`src/rtl/gyro_pkg.sv`:
```
// gyro_pkg: shared state encoding, rate type and saturation limits for the gyro bias calibrator
package gyro_pkg;
  typedef enum logic [1:0] {CAL_IDLE, CAL_RUN_CAL, CAL_RUN} cal_state_t;
  typedef logic signed [15:0] rate_t;
  localparam int RATE_MAX = 32767;
  localparam int RATE_MIN = -32768;
endpackage

```
`src/rtl/gyro_bias_calibrator_if.sv`:
```
// gyro_bias_calibrator_if: raw sample input and corrected rate output bundle
interface gyro_bias_calibrator_if;
  import gyro_pkg::*;
  logic  cal_start_in;
  logic  raw_valid_in;
  rate_t gx_raw_in;
  rate_t gy_raw_in;
  rate_t gz_raw_in;
  rate_t gx_out;
  rate_t gy_out;
  rate_t gz_out;
  logic  valid_out;
  logic  cal_busy_out;
  logic  cal_done_out;
  modport master (
    output cal_start_in, raw_valid_in, gx_raw_in, gy_raw_in, gz_raw_in,
    input  gx_out, gy_out, gz_out, valid_out, cal_busy_out, cal_done_out
  );
  modport slave (
    input  cal_start_in, raw_valid_in, gx_raw_in, gy_raw_in, gz_raw_in,
    output gx_out, gy_out, gz_out, valid_out, cal_busy_out, cal_done_out
  );
endinterface

```
`src/rtl/gyro_axis_cal.sv`:
```
// gyro_axis_cal: per-axis bias accumulator, bias register, saturating subtract; deadband under GYRO_DEADBAND_EN
module gyro_axis_cal import gyro_pkg::*; #(
  parameter int CAL_LOG2 = 4,
  parameter int DEADBAND = 8
) (
  input  logic  clk,
  input  logic  rst_n,
  input  logic  clr_i,
  input  logic  acc_en_i,
  input  logic  commit_i,
  input  logic  out_en_i,
  input  rate_t raw_i,
  output rate_t out_o
);
  localparam int AW = 16 + CAL_LOG2;
  logic signed [AW-1:0] acc_q, acc_d;
  logic signed [16:0] diff;
  rate_t bias_q, out_q, sat, out_d;
  assign acc_d = acc_q + {{CAL_LOG2{raw_i[15]}}, raw_i};
  assign diff  = $signed({raw_i[15], raw_i}) - $signed({bias_q[15], bias_q});
  assign sat   = (diff > 17'(RATE_MAX)) ? rate_t'(RATE_MAX) :
                 (diff < 17'(RATE_MIN)) ? rate_t'(RATE_MIN) : diff[15:0];
`ifdef GYRO_DEADBAND_EN
  logic signed [16:0] se, mag;
  assign se    = {sat[15], sat};
  assign mag   = sat[15] ? -se : se;
  assign out_d = (mag < 17'(DEADBAND)) ? '0 : sat;
`else
  logic unused_deadband;
  assign unused_deadband = (DEADBAND != 0);
  assign out_d = sat;
`endif
  assign out_o = out_q;
  // accumulate during calibration, floor-average into the bias on the final sample, register corrected output
  always_ff @(posedge clk or negedge rst_n)
    if (!rst_n) begin
      acc_q  <= '0;
      bias_q <= '0;
      out_q  <= '0;
    end else begin
      if (clr_i) acc_q <= '0;
      else if (acc_en_i) acc_q <= acc_d;
      if (commit_i) bias_q <= rate_t'(acc_d >>> CAL_LOG2);
      if (out_en_i) out_q <= out_d;
    end
endmodule

```
`src/rtl/gyro_bias_calibrator.sv`:
```
// gyro_bias_calibrator: calibration FSM, sample counter and strobes around three gyro_axis_cal; optional GYRO_DEADBAND_EN
module gyro_bias_calibrator import gyro_pkg::*; #(
  parameter int CAL_LOG2 = 4,
  parameter int DEADBAND = 8
) (
  input logic clk_100mhz,
  input logic rst_in,
  gyro_bias_calibrator_if.slave bus
);
  localparam int CW = CAL_LOG2 + 1;
  cal_state_t state_q;
  logic [CW-1:0] cnt_q;
  logic valid_q, busy_q, done_q, clr, acc_en, out_en, last;
  rate_t raw [3];
  rate_t cor [3];
  assign clr    = bus.cal_start_in && state_q != CAL_RUN_CAL;
  assign acc_en = bus.raw_valid_in && state_q == CAL_RUN_CAL;
  assign out_en = bus.raw_valid_in && state_q != CAL_RUN_CAL;
  assign last   = acc_en && cnt_q == CW'((1 << CAL_LOG2) - 1);
  assign raw    = '{bus.gx_raw_in, bus.gy_raw_in, bus.gz_raw_in};
  for (genvar i = 0; i < 3; i++) begin : g_axis
    gyro_axis_cal #(.CAL_LOG2(CAL_LOG2), .DEADBAND(DEADBAND)) u_axis (
      .clk(clk_100mhz), .rst_n(rst_in), .clr_i(clr), .acc_en_i(acc_en),
      .commit_i(last), .out_en_i(out_en), .raw_i(raw[i]), .out_o(cor[i])
    );
  end
  assign bus.gx_out       = cor[0];
  assign bus.gy_out       = cor[1];
  assign bus.gz_out       = cor[2];
  assign bus.valid_out    = valid_q;
  assign bus.cal_busy_out = busy_q;
  assign bus.cal_done_out = done_q;
  // state machine with registered valid/busy/done strobes; start is ignored while calibrating
  always_ff @(posedge clk_100mhz or negedge rst_in)
    if (!rst_in) begin
      state_q <= CAL_IDLE;
      cnt_q   <= '0;
      valid_q <= 1'b0;
      busy_q  <= 1'b0;
      done_q  <= 1'b0;
    end else begin
      valid_q <= out_en;
      done_q  <= 1'b0;
      if (clr) begin
        state_q <= CAL_RUN_CAL;
        busy_q  <= 1'b1;
        cnt_q   <= '0;
      end else if (acc_en) begin
        cnt_q <= cnt_q + 1'b1;
        if (last) begin
          state_q <= CAL_RUN;
          busy_q  <= 1'b0;
          done_q  <= 1'b1;
        end
      end
    end
endmodule

```
`src/flat_wrapper.sv`:
```
// flat-port wrapper written by rule: the top's interface ports become plain ports
module gyro_bias_calibrator_flat import gyro_pkg::*;
#(
  parameter int CAL_LOG2 = 4,
  parameter int DEADBAND = 8
)
  (clk_100mhz, rst_in, bus_cal_start_in, bus_raw_valid_in, bus_gx_raw_in, bus_gy_raw_in, bus_gz_raw_in, bus_gx_out, bus_gy_out, bus_gz_out, bus_valid_out, bus_cal_busy_out, bus_cal_done_out);
  gyro_bias_calibrator_if bus_i ();
  input logic clk_100mhz;
  input logic rst_in;
  input wire logic [$bits(bus_i.cal_start_in)-1:0] bus_cal_start_in;
  input wire logic [$bits(bus_i.raw_valid_in)-1:0] bus_raw_valid_in;
  input wire logic [$bits(bus_i.gx_raw_in)-1:0] bus_gx_raw_in;
  input wire logic [$bits(bus_i.gy_raw_in)-1:0] bus_gy_raw_in;
  input wire logic [$bits(bus_i.gz_raw_in)-1:0] bus_gz_raw_in;
  output wire logic [$bits(bus_i.gx_out)-1:0] bus_gx_out;
  output wire logic [$bits(bus_i.gy_out)-1:0] bus_gy_out;
  output wire logic [$bits(bus_i.gz_out)-1:0] bus_gz_out;
  output wire logic [$bits(bus_i.valid_out)-1:0] bus_valid_out;
  output wire logic [$bits(bus_i.cal_busy_out)-1:0] bus_cal_busy_out;
  output wire logic [$bits(bus_i.cal_done_out)-1:0] bus_cal_done_out;
  assign bus_i.cal_start_in = bus_cal_start_in;
  assign bus_i.raw_valid_in = bus_raw_valid_in;
  assign bus_i.gx_raw_in = bus_gx_raw_in;
  assign bus_i.gy_raw_in = bus_gy_raw_in;
  assign bus_i.gz_raw_in = bus_gz_raw_in;
  assign bus_gx_out = bus_i.gx_out;
  assign bus_gy_out = bus_i.gy_out;
  assign bus_gz_out = bus_i.gz_out;
  assign bus_valid_out = bus_i.valid_out;
  assign bus_cal_busy_out = bus_i.cal_busy_out;
  assign bus_cal_done_out = bus_i.cal_done_out;
  gyro_bias_calibrator #(.CAL_LOG2(CAL_LOG2), .DEADBAND(DEADBAND)) u_core (.clk_100mhz(clk_100mhz), .rst_in(rst_in), .bus(bus_i));
endmodule
```
`config.mk`:
```
export PLATFORM = sky130hd
export DESIGN_NAME = gyro_bias_calibrator_flat
export DESIGN_NICKNAME = d
export VERILOG_FILES = /design/src/rtl/gyro_pkg.sv /design/src/rtl/gyro_bias_calibrator_if.sv /design/src/rtl/gyro_axis_cal.sv /design/src/rtl/gyro_bias_calibrator.sv /design/src/flat_wrapper.sv
export SDC_FILE = /design/constraint.sdc
export NUM_CORES = 1
export LEC_CHECK = 0
export ABC_AREA = 1
export ABC_CLOCK_PERIOD_IN_PS = 2400
export BUFFER_PORTS_ARGS = -buffer_cell sky130_fd_sc_hd__buf_4
export CAP_MARGIN = 5
export CELL_PAD_IN_SITES_DETAIL_PLACEMENT = 1
export CELL_PAD_IN_SITES_GLOBAL_PLACEMENT = 1
export CORE_MARGIN = 2
export CORE_UTILIZATION = 35
export CTS_BUF_LIST = sky130_fd_sc_hd__clkbuf_4 sky130_fd_sc_hd__clkbuf_8 sky130_fd_sc_hd__clkbuf_16
export CTS_CLUSTER_SIZE = 20
export DETAILED_ROUTE_END_ITERATION = 16
export PLACE_DENSITY = 0.65
export SLEW_MARGIN = 0
export SYNTH_ARGS = -nofsm -noshare
export SYNTH_HDL_FRONTEND = slang
export SYNTH_SLANG_ARGS = --single-unit
```
`constraint.sdc`:
```
create_clock -name clk_100mhz -period 2.4 [get_ports clk_100mhz]
set_clock_uncertainty 0.1 [all_clocks]
set_input_delay 0.36 -clock clk_100mhz [delete_from_list [all_inputs] [get_ports clk_100mhz]]
set_output_delay 0.36 -clock clk_100mhz [all_outputs]
set_load 0.005 [all_outputs]
```
# == Word-level counts from Yosys, hierarchy flattened ==
# Index checks and enable logic that the tools add are counted.
# totals
regBits,166
latch_bits,0
mem_bits_rw,0
rom_bits,0
input_bits,52
output_inout_bits,51
wordCells,60
memories,0
# op_classes
n_addsub,7
multipliers,0
div,0
n_lt_le_gt_ge,6
eq_ne,3
shifts,0
n_mux,23
bitwise,0
reduce_logical,7
# op_table
operator,n
$mux 20,6
$mux 16,6
$add 20x20->20,3
$gt 17x16->1 const B,3
$lt 17x16->1 const B,3
$sub 16x16->17,3
$mux 5,2
$mux 1,6
$mux 2,3
$add 5x1->5 const B,1
$eq 5x4->1 const B,1
$logic_and 1x1->1,4
$reduce_bool 2->1,2
$eq 2x1->1 const B,1
$ne 2x1->1 const B,1
$reduce_and 2->1,1

# == Depth between registers and ports, before layout ==
# Gate-level depths: netlist of the first run.
# logic_depth
depth_word,6
ltp_mapped,18

# == Modules after synthesis ==
# A second synthesis of the first run with hierarchy kept.
# hier_totals
cells_unflattened,1856
area_unflattened_um2,13051.3
# by_module_without_submodules
mod,instances,cells_per_inst,area_each_um2,seq_area_each_um2
gyro_axis_cal at u_core.g_axis[2].u_axis,1,623,4302.9,1301.2
gyro_axis_cal at u_core.g_axis[1].u_axis,1,590,4195.3,1301.2
gyro_axis_cal at u_core.g_axis[0].u_axis,1,598,4130.2,1301.2
gyro_bias_calibrator,1,45,422.9,225.2

# == Worst setup path after synthesis of the first run ==
# No wires, ideal clock.
# synth_timing
kind,input port to flip-flop
from,in bus_gy_raw_in[0]
to,reg u_core.g_axis[1].u_axis.out_q[7]
arrival_time_ps,1999
path_slack_ps,185
cell_stages,18
n_path_buf,1
path_cell_list,inv_1 -> ha_1 -> fa_1 -> inv_1 -> nand3_1 -> nand2_1 -> nand2_1 -> nand2_2 -> nand2_2 -> nand2_1 -> nand2_2 -> nand2_2 -> nand2_2 -> buf_6 -> nand2_1 -> nand2_1 -> nand2_1 -> nand2_1
# synth_via
elab_chain_cells,4
# synth_rtl
element,line_no,source
start: declaration,flat_wrapper.sv:14,input wire logic [$bits(bus_i.gy_raw_in)-1:0] bus_gy_raw_in;
$sub 16x16->17 *,gyro_axis_cal.sv:20,"assign diff = $signed({raw_i[15], raw_i}) - $signed({bias_q[15], bias_q});"
$lt 17x16->1,gyro_axis_cal.sv:22,(diff < 17'(RATE_MIN)) ? rate_t'(RATE_MIN) : diff[15:0];
$mux 16,gyro_axis_cal.sv:22,
$mux 16 *,gyro_axis_cal.sv:21,assign sat = (diff > 17'(RATE_MAX)) ? rate_t'(RATE_MAX) :
end signal: assignment,gyro_axis_cal.sv:44,if (out_en_i) out_q <= out_d;
end: declaration,gyro_axis_cal.sv:18,"rate_t bias_q, out_q, sat, out_d;"
# Every way passes the cells marked *; elsewhere a longest branch is shown, timed or not.
# A chain may end at the register's enable or synchronous reset.

# == Final worst setup path of the first run ==
# layout_timing
from,reg u_core.g_axis[1].u_axis.bias_q[9]
to,reg u_core.g_axis[1].u_axis.out_q[2]
# layout_via
elab_chain_cells,4
# layout_rtl
element,line_no,source
start: declaration,gyro_axis_cal.sv:18,
start signal: assignment,gyro_axis_cal.sv:43,if (commit_i) bias_q <= rate_t'(acc_d >>> CAL_LOG2);
$sub 16x16->17 *,gyro_axis_cal.sv:20,
$lt 17x16->1,gyro_axis_cal.sv:22,
$mux 16,gyro_axis_cal.sv:22,
$mux 16 *,gyro_axis_cal.sv:21,
# Marks and branches as above.

==> results of run 1 <==
==> timing repair <==
item,4_1_cts,5_1_grt
hold buffers,1,0
gates resized for setup,0,43
buffers inserted,0,4
setup endpoints to repair,0,67
endpoints found under the hold margin,44,0
==> worst reg2reg max path: stages, from the launching register on <==
cell and delay, ns:
dfrtp_1 0.37, inv_1 0.06, ha_1 0.35, nand2_1 0.10, inv_1 0.06, nand2_1 0.10, nand2_1 0.08, a21oi_2 0.20
nand2_1 0.09, nand2_2 0.10, nand2_2 0.13, a21oi_2 0.21, buf_4 0.15, nand2_1 0.06, nand2_1 0.06
==> layout make-up <==
cell class	instances	area (µm²)	share of cell area, %
Multi-Input combinational cell	1480	7890	50.8
Timing Repair Buffer	180	1410	9.06
Sequential cell	165	4130	26.6
Inverter	251	942	6.07
Tap cell	468	586	3.77
Clock inverter	15	151	0.975
Clock buffer	17	425	2.74
==> kinds of logic (layout without fill, tap and decap cells) <==
| kind of cell | count (synthesis) | count (layout) |
|---|---|---|
| AOI/OAI and AO/OA | 205 | 205 |
| xor gates and xnor gates | 40 | 40 |
| adders and majority gates | 113 | 113 |
| buffers and inverters | 287 | 463 |
| DFF | 165 | 165 |
| and+or+nand+nor | 1119 | 1122 |
==> power by group <==
part / total (mW) / internal (mW) / switching, mW
Sequential: 4.71 / 4.00 / 0.709
Clock: 2.75 / 1.39 / 1.36
Combinational: 12.6 / 4.91 / 7.65
==> through the flow <==
stage          hold slack [ns]  instance area (µm²)  setup TNS (ns)
2_1_floorplan          -0.0356                13000               0
3_3_place_gp             0.255                14800         -0.0433
3_5_place_dp             0.253                14800           -1.82
4_1_cts                  0.114                15400               0
5_1_grt                  0.129                15500         -0.0519
6_report                 0.140                15500               0
==> how the worst max path moves through the flow <==
stage / start / to / slack [ns] / cells past startpoint
6_report: u_core.g_axis[1].u_axis.bias_q[9]$_DFFE_PN0P_ / u_core.g_axis[1].u_axis.out_o[2]$_DFFE_PN0P_ / 0.11 / 14
5_1_grt: u_core.g_axis[1].u_axis.bias_q[8]$_DFFE_PN0P_ / u_core.g_axis[1].u_axis.out_o[2]$_DFFE_PN0P_ / -0.02 / 14
4_1_cts: u_core.g_axis[1].u_axis.bias_q[0]$_DFFE_PN0P_ / u_core.g_axis[1].u_axis.out_o[8]$_DFFE_PN0P_ / 0.02 / 16
3_5_place_dp: bus_gx_raw_in[0] / u_core.g_axis[0].u_axis.out_o[11]$_DFFE_PN0P_ / -0.08 / 18
3_3_place_gp: bus_gx_raw_in[0] / u_core.g_axis[0].u_axis.out_o[6]$_DFFE_PN0P_ / -0.01 / 18
2_1_floorplan: bus_gy_raw_in[0] / u_core.g_axis[1].u_axis.out_o[7]$_DFFE_PN0P_ / 0.18 / 18
==> metal layers <==
metal  global-route usage, %  share of wire [%]  vias up  routed length [µm]
met2                    38.7                 48      139               19900
met4                    5.99                1.8        0                 750
li1                        -                  -     6461                   -
met1                    28.9                 48     6075               19800
met3                    2.75                2.3       42                 930
met5                       0                  0        -                   0
==> layout by cell type, fill, tap and decap left out, drive strengths merged, types with 6 or more instances in the layout <==
cell type	Yosys	routed
a21boi	6	6
a21oi	86	86
buf	17	179
clkbuf	19	17
dfrtp	165	165
fa	6	6
ha	107	107
inv	250	260
nand2	796	799
nand3	139	139
nand3b	23	23
nand4	24	24
nor2	106	106
nor3	23	23
o21ai	86	86
o21bai	10	10
or2	6	6
xnor2	12	12
xor2	28	28
==> sequential cells by signal, summed over array words and instances, names as in the netlist <==
signal                       cells
u_core.g_axis.u_axis.out_o      48
u_core.state_q                   2
u_core.bus.cal_done_out          1
u_core.g_axis.u_axis.acc_q      60
u_core.bus.valid_out             1
u_core.g_axis.u_axis.bias_q     48
u_core.cnt_q                     5
==> results.md, run 1 <==
- RR Startpoint: u_core.g_axis[1].u_axis.bias_q[9]$_DFFE_PN0P_
- WL per Instance: 16.0 µm
- Critical path class: reg2reg
- Dpl ws: -0.0841 ns
- Root Buffer: clkbuf_16
- Boundary pin count: between 100 and 150
- Layout fillers: between 4000 and 5000
- Fin crit share: between 90% and 100%
- Slew Viols, Final: 0
- Maximum VDD drop: 0.000577 V
- Global placement routability congestion: roughly 0.85
- Most frequent cell after synthesis: nand2_1
- Final WL: between 40000 and 50000 µm
- Slowest stage delay, CP: ~0.37 ns
- Post-synthesis instance area: roughly 0.013 mm²
- Worst path bufs/invs: 3
- Minimum clock period: approximately 2.3 ns
- Fin cells: about 2600
- Post-synth top flop: dfrtp_1
- Total gr overflow: 0
- Critical Path Most Common Cell: nand2_1
- CP delay by family, top: simple AND/OR/NAND/NOR gates
- Reg2Reg Capture Point: u_core.g_axis[1].u_axis.out_o[2]$_DFFE_PN0P_
- Slew headroom: around three fifths
- Largest family of logic cells by synthesized area: simple AND/OR/NAND/NOR gates
- Hold path start: bus_cal_start_in
- Fmax: 437 MHz
- Hold EP: u_core.state_q[0]$_DFFE_PN0P_
- Clock Tree Buf Depth: 2
- Post-synthesis compound-gate area fraction: 8.83%
- Endpoints failing hold: 0
- Vias: ~13000
- Synth async-reset ratio: between 90% and 100%
- DRC: 0
- Final ANT Viol Nets: 0
- CTS Sinks: 165
- Critical path cell sequence: inv_1 -> ha_1 -> nand2_1 -> inv_1 -> nand2_1 -> nand2_1 -> a21oi_2 -> nand2_1 -> nand2_2 -> nand2_2 -> a21oi_2 -> buf_4 -> nand2_1 -> nand2_1
- Later-pin clock latency in the skew report: around 0.45 ns
- Post-layout util: roughly 42%
- Hold Path Depth: 3
- DRT iter0 DRCs: 409
- Synth Area in Simple Gates: a little under two fifths
- Synth Area in XOR/XNOR: ~2.7%
- Top post-synthesis cells by count: nand2_1, inv_1, dfrtp_1
- Avg Cell Area, Syn: 6.75 µm²
- R2R depth: 14
- # rows: 70
- Post-synth EDFFs: 0
- Layout cells sized above 1: between 15 and 20%
- Die width: 197 µm
- HP Class: in2reg
- CP startpoint kind: register
- Largest area contributor in the netlist: dfrtp_1
- Mux share of post-synthesis cell area: 0%
- Slew @ Worst Pin: roughly 0.62 ns
- Mapped Nets: between 2000 and 2500
- Area Overhead vs Synth: 19.4%
- Port Buffer Count: between 100 and 150
- Slowest CP cell: dfrtp_1
- First-pass GRT wire length: between 60000 and 70000 µm
- Initial core utilization: 35.5%
- Gr usage total: about 22%
- Leakage power: 8.64 nW
- Status: finished clean
- Cell Pwr Density: between 1000 and 1500 mW/mm²
- WP data arrival: around 2.6 ns
- Largest net degree at the start of global routing: 54
- Vias per cell: roughly 4.9
- Die Y: about 200 µm
- Total CTS buffers: 17
- H-tree depth: 4
- Post-synth top area share: about a third
- Nets: 2260
- Post-synthesis register bit count: 165
- TritonCTS clock tree: built
- Ys Warns: 0
- Max cap viols: 0
- Final setup vio count: 0
- Inst Count DP: between 2000 and 3000
- Element type at the critical path end: register
- Critical Path RT: around 2.7 ns
- Post-synthesis sequential area ratio: roughly a third
- First-pass DRT Iterations: 5
- Mapped Cells: slightly below 2000
- Vias in the first global route: around 13000
- CP Max Fanout: 5
- Reg2Reg Setup Slack: 0.11 ns
- Tot Pwr: ~20 mW
- Synth Area in Adders: 11.2%
- Clock slew at reported path FFs: ~0.080 ns
- Post-synthesis cell type count: 46
- Initial antenna violation count: 0
- Diode count: 0
- Core area: between 0.03 and 0.04 mm²
- Die area: 0.0387 mm²
- Worst setup margin: 0.111 ns
- DPL Wire Length: about 33000 µm
- Top post-synthesis cells by area: dfrtp_1, nand2_1, ha_1
Power figures use the tool's default switching activity.
==> run 2: changes to the inputs <==
Settings changed: PLACE_DENSITY 0.65 to 0.64, SYNTH_HIERARCHICAL set to 1.
==> run 2 against run 1 <==
Via count decreased by 3.3%. Fmax increased by 1.5%. Highest routed layer unchanged. Clock-buffer cell count unchanged. Worst setup slack improved by 0.035 ns. Hold slack got worse by 0.060 ns. Critical path depth decreased by 4. Critical endpoint is now u_core/g_axis[2].u_axis/bias_q[11]$_DFFE_PN0P_. Synthesized cell count decreased by 3.8%. Cell count decreased by 4.1%. Utilization decreased by 0.81 points.
==> results.md, run 2 <==
- Most flops, register: u_core/g_axis.u_axis/acc_q
- Final WL: roughly 40000 µm
- Post-synthesis instance area: 0.0131 mm²
- Die width: 197 µm
- CP delay by family, top: simple AND/OR/NAND/NOR gates
- Gr usage total: a little over a fifth
- Critical Path RT: between 2 and 3 ns
- # rows: 70
- Tot Pwr: roughly 21 mW
- WP data arrival: between 2 and 3 ns
- Total gr overflow: 0
- Post-synth top area share: roughly a third
- Comb power frac: roughly 62%
- Status: finished clean
- Total CTS buffers: 17
- Port Buffer Count: roughly 100
- Clock network fraction of design power: ~15%
- Leakage power: about 8.2 nW
- Max cap viols: 0
- Initial core utilization: 35.6%
- Slowest stage delay, CP: roughly 0.39 ns
- Endpoints failing hold: 0
- Minimum clock period: between 2 and 2.5 ns
- Critical path cell sequence: ha_1 -> nand2_1 -> o21ai_0 -> nor2_1 -> o21ai_2 -> nand2_1 -> nand2_1 -> nand2_1 -> nand3_1 -> nand2_1
- Vias: approximately 12000
- Global placement routability congestion: 0.888
- TritonCTS clock tree: built
- Root Buffer: clkbuf_16
- Final instance area: roughly 0.015 mm²
- CP startpoint kind: register
- Post-synthesis register bit count: approximately 170
- Top post-synthesis cells by count: nand2_1, inv_1, dfrtp_1
- Slew @ Worst Pin: between 0.4 and 0.5 ns
- Post-synth top flop: dfrtp_1
- Largest net degree at the start of global routing: 73
- CP Max Fanout: 4
- Mapped Cells: around 1900
- Post-synthesis cell type count: 44
- Ys Warns: 6
- Largest register FFs: 60
- Hold path start: bus_cal_start_in
- RSZ-0062 raised after global routing: no
- Register area: ~0.0041 mm²
- Placed Area: 0.0145 mm²
- DPL Wire Length: 32300 µm
- WL per Instance: approximately 16 µm
- Maximum VDD drop: approximately 0.00068 V
- Hold_ws: 0.0804 ns
- Boundary pin count: approximately 100
- Mapped Nets: 2021
- Layout fillers: 4704
- First-pass GRT wire length: 67400 µm
- Vias per cell: between 4 and 5
- Sequential share of power: approximately a quarter
- Sw power: between 9 and 10 mW
- H-tree depth: 4
- Diode count: 0
- Setup TNS Final: 0 ns
- Most frequent cells in the layout: nand2_1, inv_1, dfrtp_1, buf_4, nand3_1
- Post-synth EDFFs: 0
- Nets: about 2200
- Later-pin clock latency in the skew report: 0.45 ns
- Final setup vio count: 0
- Element type at the critical path end: register
- Synth async-reset ratio: 100%
- Worst path bufs/invs: 0
- RR Startpoint: u_core/g_axis[2].u_axis/acc_q[4]$_DFFE_PN0P_
- DRT iter0 DRCs: about 470
- Vias in the first global route: ~13000
- Clock Tree Buf Depth: 2
- Initial antenna violation count: 0
- Top post-synthesis cells by area: dfrtp_1, nand2_1, ha_1
- HP Class: in2reg
- Post-synthesis sequential area ratio: between 30% and 40%
- Avg Cell Area, Syn: 7.03 µm²
- Critical path class: reg2reg
- DRC: 0
- Critical Path Most Common Cell: nand2_1
- Die area: ~0.039 mm²
- Most frequent cell after synthesis: nand2_1
- Reg2Reg Setup Slack: about 0.15 ns
- First-pass DRT Iterations: 5
- Commonest non-fill, non-tap cell in the layout: nand2_1
- Slew Viols, Final: 0
- Cell Int Power: between 10 and 15 mW
- Multi-input combinational cell area: 0.00787 mm²
- Layout cells sized above 1: between 10% and 20%
- Clock slew at reported path FFs: ~0.07 ns
- CP startpoint: u_core/g_axis[2].u_axis/acc_q[4]$_DFFE_PN0P_
- Core area: 0.0367 mm²
- Die Y: roughly 200 µm
- CTS Sinks: 165
- Slowest CP cell: dfrtp_1
- Slew headroom: approximately 70%
- Final ANT Viol Nets: 0
- Cell Pwr Density: 1360 mW/mm²
- Largest area contributor in the netlist: dfrtp_1
- Fmax: 444 MHz
- Switching share of total power: between 40% and 50%
- Fin crit share: between 90% and 100%
- Area Overhead vs Synth: 17.0%
[run 2: cell types whose count changed in the layout (fill, tap and decap cells not counted), sizes merged, moves of 11 or more]
cell   before  now
a21oi      86  125
buf       179  142
nand2     799  659
nor2      106  132
nor3       23   12
[run 2: cell families (layout without fill, tap and decap cells)]
kind of cell / after synthesis / in the layout / share of synthesized area [%]
AOI/OAI and AO/OA: 251 / 251 / 11.7
buffers and inverters: 281 / 426 / 8.66
adders and majority gates: 113 / 113 / 11.2
DFF: 165 / 165 / 31.6
xor gates and xnor gates: 40 / 40 / 2.68
and+or+nand+nor: 1006 / 1007 / 34.1
[run 2: path summary, 6_finish.rpt]
check                                                                 end  cells after the start
setup / recovery           u_core/g_axis[2].u_axis/bias_q[11]$_DFFE_PN0P_                     10
hold / removal                              u_core/state_q[0]$_DFFE_PN0P_                      3
setup reg to reg           u_core/g_axis[2].u_axis/bias_q[11]$_DFFE_PN0P_                     10
hold reg to reg             u_core/g_axis[0].u_axis/bias_q[9]$_DFFE_PN0P_                      2
max in group asynchronous    u_core/g_axis[1].u_axis/out_o[2]$_DFFE_PN0P_                      3
min in group asynchronous    u_core/g_axis[2].u_axis/acc_q[2]$_DFFE_PN0P_                      2
[run 2: through the flow]
step	utilization, %	setup slack (ns)	cells
final	41.6	0.146	2470
after global routing	41.6	0.00223	2470
after CTS	41.4	0.0751	2467
after detailed placement	39.6	-0.0306	2434
after global placement	39.6	0.0289	2434
after floorplan	-	0.218	1856
[run 2: tightest hold or removal path, stage by stage]
cell	delay, ns
buf_4	0.08
nand2_2	0.07
nand2_1	0.08
[run 2: area by class of cell]
type                    instances  area share [%]
multi-input cells            1411            51.5
flip-flops and latches        165            27.0
repair buffers                143            7.23
inverters                     251            6.18
well taps                     468            3.83
clock buffers                  17            2.79
clock inverters                15            1.39
[run 2: timing repair]
item	in CTS	in global routing
endpoints found under the hold margin	73	0
gates resized for setup	0	11
hold buffers	1	0
endpoints found under the setup margin	0	47
buffers inserted	0	2
[run 2: metal layers]
metal | GRT usage (%) | vias up | wire length (µm)
met1 | 29.5 | 5958 | 19900
li1 | - | 6213 | -
met2 | 37.3 | 108 | 19100
met4 | 4.12 | 0 | 286
met3 | 2.80 | 12 | 851
met5 | 0 | - | 0
[run 2: power groups by stage]
stage	sequential (mW)	combinational, mW	clock (mW)
floorplan	4.72	9.09	0
global placement	4.84	12.4	0
detailed placement	4.87	12.7	0
CTS	4.84	12.8	3.18
global route	4.99	14.7	3.28
finish	4.83	12.8	3.07
